## src/rtl/conv_t1d_pkg.sv

```systemverilog
// Shared types and default widths for the dilated transposed-1D conv sequencer.
package conv_t1d_pkg;

   localparam int IDX_W_DEF = 16;
   localparam int OUT_W_DEF = 24;
   localparam int K_W_DEF   = 8;

   typedef enum logic [1:0] {
      ST_IDLE,
      ST_SETUP,
      ST_RUN,
      ST_DONE
   } state_t;

   typedef struct packed {
      logic [IDX_W_DEF-1:0] in_idx;
      logic [K_W_DEF-1:0]   k_idx;
      logic [OUT_W_DEF-1:0] out_idx;
   } cmd_t;

endpackage

```

## src/rtl/conv_t1d_idx_gen.sv

```systemverilog
// Walks (i,k) with k innermost and tracks o = i*S - P + k*D using adds only.
module conv_t1d_idx_gen import conv_t1d_pkg::*; #(
   parameter int IDX_W = IDX_W_DEF,
   parameter int K_W   = K_W_DEF,
   parameter int SW    = 26
) (
   input  logic                 clk,
   input  logic                 rst_n,
   input  logic                 init,
   input  logic                 adv,
   input  logic [IDX_W-1:0]     len_in,
   input  logic [K_W-1:0]       kernel,
   input  logic [3:0]           stride,
   input  logic [3:0]           dilation,
   input  logic [IDX_W-1:0]     padding,
   output logic [IDX_W-1:0]     i_idx,
   output logic [K_W-1:0]       k_idx,
   output logic signed [SW-1:0] o_idx,
   output logic                 last
);

   logic signed [SW-1:0] base_q, neg_pad, s_ext, d_ext;
   logic                 k_wrap;

   assign neg_pad = -$signed(SW'(padding));
   assign s_ext   = $signed(SW'(stride));
   assign d_ext   = $signed(SW'(dilation));
   assign k_wrap  = (k_idx == kernel - K_W'(1));
   assign last    = k_wrap && (i_idx == len_in - IDX_W'(1));

   // base_q holds i*S - P so a row wrap restarts o without a multiply
   always_ff @(posedge clk or negedge rst_n) begin
      if (!rst_n) begin
         i_idx  <= '0;
         k_idx  <= '0;
         o_idx  <= '0;
         base_q <= '0;
      end else if (init) begin
         i_idx  <= '0;
         k_idx  <= '0;
         o_idx  <= neg_pad;
         base_q <= neg_pad;
      end else if (adv) begin
         if (k_wrap) begin
            k_idx  <= '0;
            i_idx  <= i_idx + IDX_W'(1);
            base_q <= base_q + s_ext;
            o_idx  <= base_q + s_ext;
         end else begin
            k_idx <= k_idx + K_W'(1);
            o_idx <= o_idx + d_ext;
         end
      end
   end

endmodule

```

## src/rtl/conv_t1d_dil_seq.sv

```systemverilog
// Dilated transposed-1D conv MAC-command sequencer (IDLE->SETUP->RUN->DONE).
// Optional CONV_T1D_SEQ_STATS_EN adds issued/skipped saturating counters.
module conv_t1d_dil_seq import conv_t1d_pkg::*; #(
   parameter int IDX_W = IDX_W_DEF,
   parameter int OUT_W = OUT_W_DEF,
   parameter int K_W   = K_W_DEF
) (
   input  logic             clk,
   input  logic             rst_n,
   input  logic             start,
   input  logic [IDX_W-1:0] cfg_len_in,
   input  logic [K_W-1:0]   cfg_kernel,
   input  logic [3:0]       cfg_stride,
   input  logic [3:0]       cfg_dilation,
   input  logic [IDX_W-1:0] cfg_padding,
   output logic             busy,
   output logic             done,
   output logic             cmd_valid,
   input  logic             cmd_ready,
   output logic [IDX_W-1:0] cmd_in_idx,
   output logic [K_W-1:0]   cmd_k_idx,
   output logic [OUT_W-1:0] cmd_out_idx
`ifdef CONV_T1D_SEQ_STATS_EN
   ,
   output logic [15:0]      stat_issued,
   output logic [15:0]      stat_skipped
`endif
);

   localparam int SW_A = (IDX_W > K_W) ? IDX_W : K_W;
   localparam int SW   = (SW_A + 7 > OUT_W + 2) ? SW_A + 7 : OUT_W + 2;
   localparam logic signed [SW-1:0] ONE = SW'(1);

   state_t               state_q, state_d;
   logic                 setup_ph;
   logic [IDX_W-1:0]     len_q, pad_q;
   logic [K_W-1:0]       k_q;
   logic [3:0]           s_q, d_q;
   logic signed [SW-1:0] len_s, k_s, s_s, d_s, p_s, l_out_c, l_out_q, o_idx;
   logic                 lout_pos, in_range, adv, skip, last;

   assign len_s = $signed(SW'(len_q));
   assign k_s   = $signed(SW'(k_q));
   assign s_s   = $signed(SW'(s_q));
   assign d_s   = $signed(SW'(d_q));
   assign p_s   = $signed(SW'(pad_q));
   // multiplies live only in the first SETUP cycle and are registered
   assign l_out_c  = (len_s - ONE) * s_s - (p_s + p_s) + d_s * (k_s - ONE) + ONE;
   assign lout_pos = !l_out_q[SW-1] && (l_out_q != '0);
   assign in_range = !o_idx[SW-1] && (o_idx < l_out_q);

   always_ff @(posedge clk or negedge rst_n) begin
      if (!rst_n) begin
         state_q  <= ST_IDLE;
         setup_ph <= 1'b0;
         len_q    <= '0;
         pad_q    <= '0;
         k_q      <= '0;
         s_q      <= '0;
         d_q      <= '0;
         l_out_q  <= '0;
      end else begin
         state_q <= state_d;
         if (state_q == ST_IDLE && start) begin
            len_q    <= cfg_len_in;
            pad_q    <= cfg_padding;
            k_q      <= cfg_kernel;
            s_q      <= (cfg_stride == 4'd0) ? 4'd1 : cfg_stride;
            d_q      <= (cfg_dilation == 4'd0) ? 4'd1 : cfg_dilation;
            setup_ph <= 1'b0;
         end
         if (state_q == ST_SETUP) begin
            setup_ph <= 1'b1;
            if (!setup_ph) l_out_q <= l_out_c;
         end
      end
   end

   always_comb begin
      state_d   = state_q;
      busy      = 1'b0;
      done      = 1'b0;
      cmd_valid = 1'b0;
      adv       = 1'b0;
      skip      = 1'b0;
      case (state_q)
         ST_IDLE:  if (start) state_d = ST_SETUP;
         ST_SETUP: begin
            busy = 1'b1;
            if (setup_ph)
               state_d = (len_q == '0 || k_q == '0 || !lout_pos) ? ST_DONE : ST_RUN;
         end
         ST_RUN: begin
            busy      = 1'b1;
            cmd_valid = in_range;
            skip      = !in_range;
            adv       = !in_range || cmd_ready;
            if (adv && last) state_d = ST_DONE;
         end
         ST_DONE: begin
            done    = 1'b1;
            state_d = ST_IDLE;
         end
         default: state_d = ST_IDLE;
      endcase
   end

   conv_t1d_idx_gen #(.IDX_W(IDX_W), .K_W(K_W), .SW(SW)) u_idx_gen (
      .clk      (clk),
      .rst_n    (rst_n),
      .init     (state_q == ST_SETUP),
      .adv      (adv),
      .len_in   (len_q),
      .kernel   (k_q),
      .stride   (s_q),
      .dilation (d_q),
      .padding  (pad_q),
      .i_idx    (cmd_in_idx),
      .k_idx    (cmd_k_idx),
      .o_idx    (o_idx),
      .last     (last)
   );

   assign cmd_out_idx = o_idx[OUT_W-1:0];

`ifdef CONV_T1D_SEQ_STATS_EN
   always_ff @(posedge clk or negedge rst_n) begin
      if (!rst_n) begin
         stat_issued  <= '0;
         stat_skipped <= '0;
      end else if (state_q == ST_IDLE && start) begin
         stat_issued  <= '0;
         stat_skipped <= '0;
      end else begin
         if (cmd_valid && cmd_ready && stat_issued != 16'hFFFF)
            stat_issued <= stat_issued + 16'd1;
         if (skip && stat_skipped != 16'hFFFF)
            stat_skipped <= stat_skipped + 16'd1;
      end
   end
`else
   // statistics counters are not built in this configuration
`endif

endmodule
```

## config.mk

```make
export PLATFORM = sky130hd
export DESIGN_NAME = conv_t1d_dil_seq
export DESIGN_NICKNAME = d
export VERILOG_FILES = /design/src/rtl/conv_t1d_pkg.sv /design/src/rtl/conv_t1d_idx_gen.sv /design/src/rtl/conv_t1d_dil_seq.sv
export SDC_FILE = /design/constraint.sdc
export NUM_CORES = 1
export LEC_CHECK = 0
export BUFFER_PORTS_ARGS = -buffer_cell sky130_fd_sc_hd__buf_2
export CELL_PAD_IN_SITES_DETAIL_PLACEMENT = 1
export CELL_PAD_IN_SITES_GLOBAL_PLACEMENT = 2
export CORE_ASPECT_RATIO = 0.75
export CORE_MARGIN = 2
export CORE_UTILIZATION = 39
export CTS_CLUSTER_SIZE = 12
export DETAILED_ROUTE_END_ITERATION = 7
export PLACE_DENSITY = 0.86
export SLEW_MARGIN = 10
export SYNTH_ARGS = -nofsm -noshare
export SYNTH_HDL_FRONTEND = slang
export SYNTH_SLANG_ARGS = --single-unit
```

## constraint.sdc

```tcl
create_clock -name clk -period 7.9 [get_ports clk]
set_input_delay 2.37 -clock clk [delete_from_list [all_inputs] [get_ports clk]]
set_output_delay 2.37 -clock clk [all_outputs]
set_load 0.01 [all_outputs]
```

==> metrics.cfg, run 1 <==
[place]
place.gp.congestion=0.896
port_buffers=102
placed_cell_area_mm2=0.0159
dp.cells=2206
place.detailed.hpwl_um=40500

[route]
avgViaCountPerCell=5.69
antenna_left=0
met2_length_um=21600
wl_met1_um=25100
num_vias=12700
topRoutingLayerUsed=met5
post_drt_wl_per_cell_um=22.8
drc=0
wirelength_um=51000
dr_wl_met3_um=3690
drt_first_pass_iters=5
drtIter0Drc=1007

[setup_path]
crit_slowest_cell=a2111oi_0
worstSetupEndpointType=register
rrSetupSlack_ns=0.48
path_max_fanout=9
worstSetupStartpointType=register
worstSetupPathType=register to register
required_ns=8.23
crit_path_frequent_cell=fa_1
critPathArrivalTime_ns=7.74
max_stage_delay_ns=0.75
path_cells=inv_1 > ha_1 > nor2b_1 > nand2_1 > or4_1 > xor2_1 > nor2b_1 > ha_1 > fa_1 > fa_1 > fa_1 > inv_1 > fa_1 > inv_1 > ha_1 > a21o_1 > a21oi_1 > a21oi_1 > a2111oi_0 > o21ai_0 > a31oi_1 > nor2b_1 > o41ai_1

[timing]
period_share_pct=93.9
hold_viol=0
worst_slew_pin_slew_ns=1.20
timing.hold.ws_ns=0.472
setup_viol=0
finalMaxSlewViolations=0
rsz0062_at_grt=no
relSlewSlack_pct=19.7
final.setup.tns_ns=0
clock.fmax_mhz=135
fin_worst_skew_ns=0.0158
timing.final.crit_period_ns=7.42

[yosys]
async_reset_ff_share_pct=100
netlist-cell-type-count=81
synth_area_leaders=dfrtp_1, fa_1, ha_1
avgSynthCellArea_um2=9.06
syn-cell-area_mm2=0.0151
synth_top_area_cell=dfrtp_1
ys_warn_count=0
synth_top_area_share_pct=25.1
synth_edf_count=0
syn_inst=1671
syn_nets=1949
synth_ff_type=dfrtp_1
ys_seq_elements=152
yosysSeqAreaShare_pct=25.1

[cts]
cts_max_level=4
clk_root_buffer_cell=clkbuf_16
clk_path_buf_depth=2
clock-sinks=152
post-cts-setup-buffers=0
clk_latency_ns=0.45
tritoncts=built
cts_resized=0
clk_pin_slew_ns=0.07
cts_hold_buf=0
numCtsBuffers=17

[floorplan]
start_util_pct=39.6
die-area_mm2=0.0404
io_pins=103
core-area_mm2=0.0382
die_h_um=175
die_x_um=231
rows=62

[finish]
final_common_cell=inv_1
final_cells=2239
nets=1991
fin_area_mm2=0.0165
area_delta_synth_final_pct=9.18
layout_common_cells=inv_1, dfrtp_1, nand2_1, fa_1, ha_1
drive_above_1_share_pct=12.9

[global_routing]
grt_usage_pct=25.9
first_global_vias=13400
grt_max_degree=90
grt_overflow=0
antenna_found_initial=2
grt_pass1_wl_um=80000

[worst_hold_path]
worstHoldPathType=register to register

[flow_run]
max_cap_violations=0

[outcome]
status=finished, final reports clean

flip-flops by register name, summed over array words and instances (netlist names), 8 cells and up:
| signal | cells |
|---|---|
| k_q | 8 |
| l_out_q | 25 |
| len_q | 16 |
| pad_q | 16 |
| u_idx_gen.base_q | 26 |
| u_idx_gen.i_idx | 16 |
| u_idx_gen.k_idx | 8 |
| u_idx_gen.o_idx | 26 |
worst max-delay path, delay by kind of cell (launching register included):
kind / cells / cell delay [ns]
simple gates: 5 / 1.03
fa+ha+maj: 7 / 2.99
flops: 1 / 0.49
compound gates: 7 / 2.08
xor+xnor: 1 / 0.51
buf+inv: 3 / 0.20
final cells by class:
| cell class | instances | area, um2 |
|---|---|---|
| Fill cell | 4481 | 21700 |
| Multi-Input combinational cell | 1213 | 10100 |
| Sequential cell | 152 | 3800 |
| Inverter | 213 | 800 |
| Tap cell | 512 | 641 |
| Timing Repair Buffer | 116 | 622 |
| Clock buffer | 18 | 429 |
| Clock inverter | 14 | 139 |
| Antenna cell | 1 | 2.50 |
through the flow:
stage / util (%) / worst slack [ns]
6_report: 43.2 / 0.483
5_1_grt: 43.2 / 0.00859
4_1_cts: 43.2 / 0.533
3_5_place_dp: 41.7 / 0.675
3_3_place_gp: 41.7 / 0.849
2_1_floorplan: - / 1.14
final timing paths:
check                              start             endpoint  depth (start not counted)
worst min-delay path            setup_ph             setup_ph                          2
worst max register to register  len_q[0]          l_out_q[23]                         23
max in group asynchronous          rst_n               k_q[7]                          2
worst max-delay path            len_q[0]          l_out_q[23]                         23
worst min register to register  setup_ph             setup_ph                          2
min in group asynchronous          rst_n  u_idx_gen.o_idx[24]                          1
cells by family after synthesis:
logic type               count (synthesis)  synth area share, %
AO/OA/AOI/OAI                          307                 13.6
adder cells (fa/ha/maj)                226                 24.5
multiplexers                            59                 4.31
flip-flops                             152                 25.1
AND/OR/NAND/NOR                        527                 18.4
buffers and inverters                  306                 8.39
XOR/XNOR                                94                 5.63
synth_stat cells, drive strengths merged, types with 18 or more instances:
cell type and count:
inv 212, dfrtp 152, nand2 134, fa 117, ha 109, nor2 87
a21oi 72, o21ai 68, nor2b 60, clkbuf 55, mux2 49, xnor2 49
nand3 47, xor2 43, buf 38, nor3 37, nand4 26, o31ai 25
and2 22, or4 21, and3 20, a21o 19, nand2b 18, nor4 18
layer usage:
metal | global-route usage (%) | up-vias
met4 | 4.11 | 2
met3 | 4.68 | 33
li1 | - | 5788
met5 | 0 | -
met2 | 38.7 | 393
met1 | 39.4 | 6531
Power of run 1 is not shown: default switching activity piles up to over one toggle a cycle in this logic, so the estimate is an artifact.
==> run 2, diff against run 1 <==
Settings changed: PLACE_DENSITY 0.86 to default, PLACE_DENSITY_LB_ADDON from default to 0.1.
==> run 2 against run 1 <==
  * Flip-flop and latch count did not move
  * Sequential share of layout area fell by 0.10 points
  * Worst setup slack improved by 0.071 ns
  * Global-route usage rose by 1.8 points
  * Non-clock buffer count rose by 10
  * Worst hold slack barely moved
  * Utilization rose by 0.19 points
  * Critical path type unchanged
  * Final cell count rose by 0.40%
  * Via count fell by 1.1%
  * Highest routed layer is now met4
==> metrics.cfg, run 2 (synthesis gave the netlist of run 1 again) <==
[finish]
area_delta_synth_final_pct=9.67  ; was 9.18%
layout_common_cells=inv_1, dfrtp_1, nand2_1, fa_1, ha_1  ; unchanged
final_common_cell=inv_1  ; unchanged
largest_registers=u_idx_gen.base_q: 26 flops, u_idx_gen.o_idx: 26 flops, l_out_q: 25 flops  ; unchanged
drive_above_1_share_pct=13.5  ; was 12.9%
nets=2001  ; was 1991
diodes=0  ; was 1

[timing]
layout_setup_ws_ns=0.554  ; was 0.483 ns
period_share_pct=93.0  ; was 93.9%
hold_viol=0  ; unchanged
finalMaxSlewViolations=0  ; unchanged
setup_viol=0  ; unchanged
rsz0062_at_grt=no  ; unchanged
clock.fmax_mhz=136  ; was 135 MHz
worst_slew_pin_slew_ns=0.997  ; was 1.20 ns
final.setup.tns_ns=0  ; unchanged
relSlewSlack_pct=33.1  ; was 19.7%
timing.final.crit_period_ns=7.35  ; was 7.42 ns
fin_worst_skew_ns=0.0175  ; was 0.0158 ns

[floorplan]
die_x_um=231  ; unchanged
start_util_pct=39.6  ; unchanged
die-area_mm2=0.0404  ; unchanged
core-area_mm2=0.0382  ; unchanged
io_pins=103  ; unchanged
rows=62  ; unchanged
die_h_um=175  ; unchanged

[global_routing]
grt_overflow=0  ; unchanged
grt_pass1_wl_um=83200  ; was 80000 um
grt_max_degree=87  ; was 90
first_global_vias=13100  ; was 13400
antenna_found_initial=1  ; was 2
grt_usage_pct=27.7  ; was 25.9%

[worst_hold_path]
hold_path_depth=2  ; unchanged
worstHoldPathType=register to register  ; unchanged
worstHoldEndpoint=setup_ph  ; unchanged
worstHoldStart=setup_ph  ; unchanged

[flow_run]
max_cap_violations=0  ; unchanged

[setup_path]
required_ns=8.26  ; was 8.23 ns
r2r_cells=22  ; was 23
critPathArrivalTime_ns=7.71  ; was 7.74 ns
rrSetupSlack_ns=0.55  ; was 0.48 ns
worstSetupPathType=register to register  ; unchanged
worstSetupStartpointType=register  ; unchanged
path_max_fanout=8  ; was 9
worstSetupEndpointType=register  ; unchanged
worstReg2RegEnd=l_out_q[22]  ; was l_out_q[23]
reg2reg_from=k_q[0]  ; was len_q[0]

[place]
place.detailed.hpwl_um=43100  ; was 40500 um
post-place-ws_ns=0.686  ; was 0.675 ns
port_buffers=102  ; unchanged
place.gp.congestion=0.859  ; was 0.896

[route]
dr_wl_met3_um=3530  ; was 3690 um
avgViaCountPerCell=5.61  ; was 5.69
drtIter0Drc=918  ; was 1007
wirelength_um=54000  ; was 51000 um
drc=0  ; unchanged
drt_first_pass_iters=5  ; unchanged
antenna_left=0  ; unchanged
topRoutingLayerUsed=met4  ; was met5
num_vias=12600  ; was 12700
wl_met1_um=27300  ; was 25100 um
met2_length_um=22500  ; was 21600 um
post_drt_wl_per_cell_um=24.0  ; was 22.8 um

[cts]
clk_latency_ns=0.47  ; was 0.45 ns
clk_pin_slew_ns=0.08  ; was 0.07 ns
cts_hold_buf=0  ; unchanged
clk_path_buf_depth=2  ; unchanged
clk_root_buffer_cell=clkbuf_16  ; unchanged
cts_max_level=4  ; unchanged
post-cts-setup-buffers=0  ; unchanged
clock-sinks=152  ; unchanged
numCtsBuffers=17  ; unchanged
tritoncts=built  ; unchanged
cts_resized=0  ; unchanged

[outcome]
status=finished, final reports clean  ; unchanged

## run 2: cell count changes in the layout (fill, tap and decap cells not counted), sizes merged
| cell | before | now |
|---|---|---|
| inv | 218 | 214 |
| buf | 116 | 126 |
| clkinv | 7 | 6 |
| diode | 1 | 0 |
| clkbuf | 18 | 19 |
| clkinvlp | 1 | 5 |
## run 2: layout make-up
type / count / area (um2)
clock buffers: 19 / 453
clock inverters: 13 / 121
fillers: 4473 / 21600
inverters: 213 / 800
multi-input cells: 1213 / 10100
flip-flops and latches: 152 / 3800
well taps: 512 / 641
repair buffers: 126 / 697
## run 2: worst max path at each step
stage | from | endpoint | slack, ns | cells past startpoint
2_1_floorplan | k_q[0] | l_out_q[22] | 1.14 | 22
3_3_place_gp | k_q[0] | l_out_q[22] | 0.78 | 22
3_5_place_dp | k_q[0] | l_out_q[22] | 0.69 | 22
4_1_cts | k_q[0] | l_out_q[22] | 0.61 | 22
5_1_grt | k_q[0] | l_out_q[22] | 0.00002 | 22
6_report | k_q[0] | l_out_q[22] | 0.55 | 22
## run 2: routing by layer
layer  track usage (%)  up-vias
met2              39.8      313
li1                  -     5812
met4              5.35        0
met1              43.0     6443
met3              5.06       38
met5                 0        -
## run 2: metrics by stage
| step | cells | hold slack [ns] | utilization [%] | instance area (um2) |
|---|---|---|---|---|
| after CTS | 2248 | 0.475 | 43.4 | 16600 |
| after global placement | 2216 | 0.451 | 41.9 | 16000 |
| after global routing | 2248 | 0.542 | 43.4 | 16600 |
| after detailed placement | 2216 | 0.473 | 41.9 | 16000 |
| final | 2248 | 0.472 | 43.4 | 16600 |
| after floorplan | 1671 | 0.438 | - | 15100 |
## run 2: worst max-delay path, cell delays in order (launching register included)
cell	delay [ns]
dfrtp_1	0.47
inv_1	0.14
ha_1	0.27
nor4bb_1	0.33
buf_4	0.19
nand2_1	0.11
fa_1	0.57
inv_1	0.41
fa_1	0.52
fa_1	0.53
fa_1	0.55
inv_1	0.06
fa_1	0.55
inv_1	0.05
ha_1	0.36
a21o_1	0.20
a21oi_1	0.24
nand2_1	0.18
a211o_1	0.33
o221a_2	0.27
o41ai_1	0.45
o22ai_1	0.20
o31ai_1	0.26
Power of run 2 is left out for the same reason.
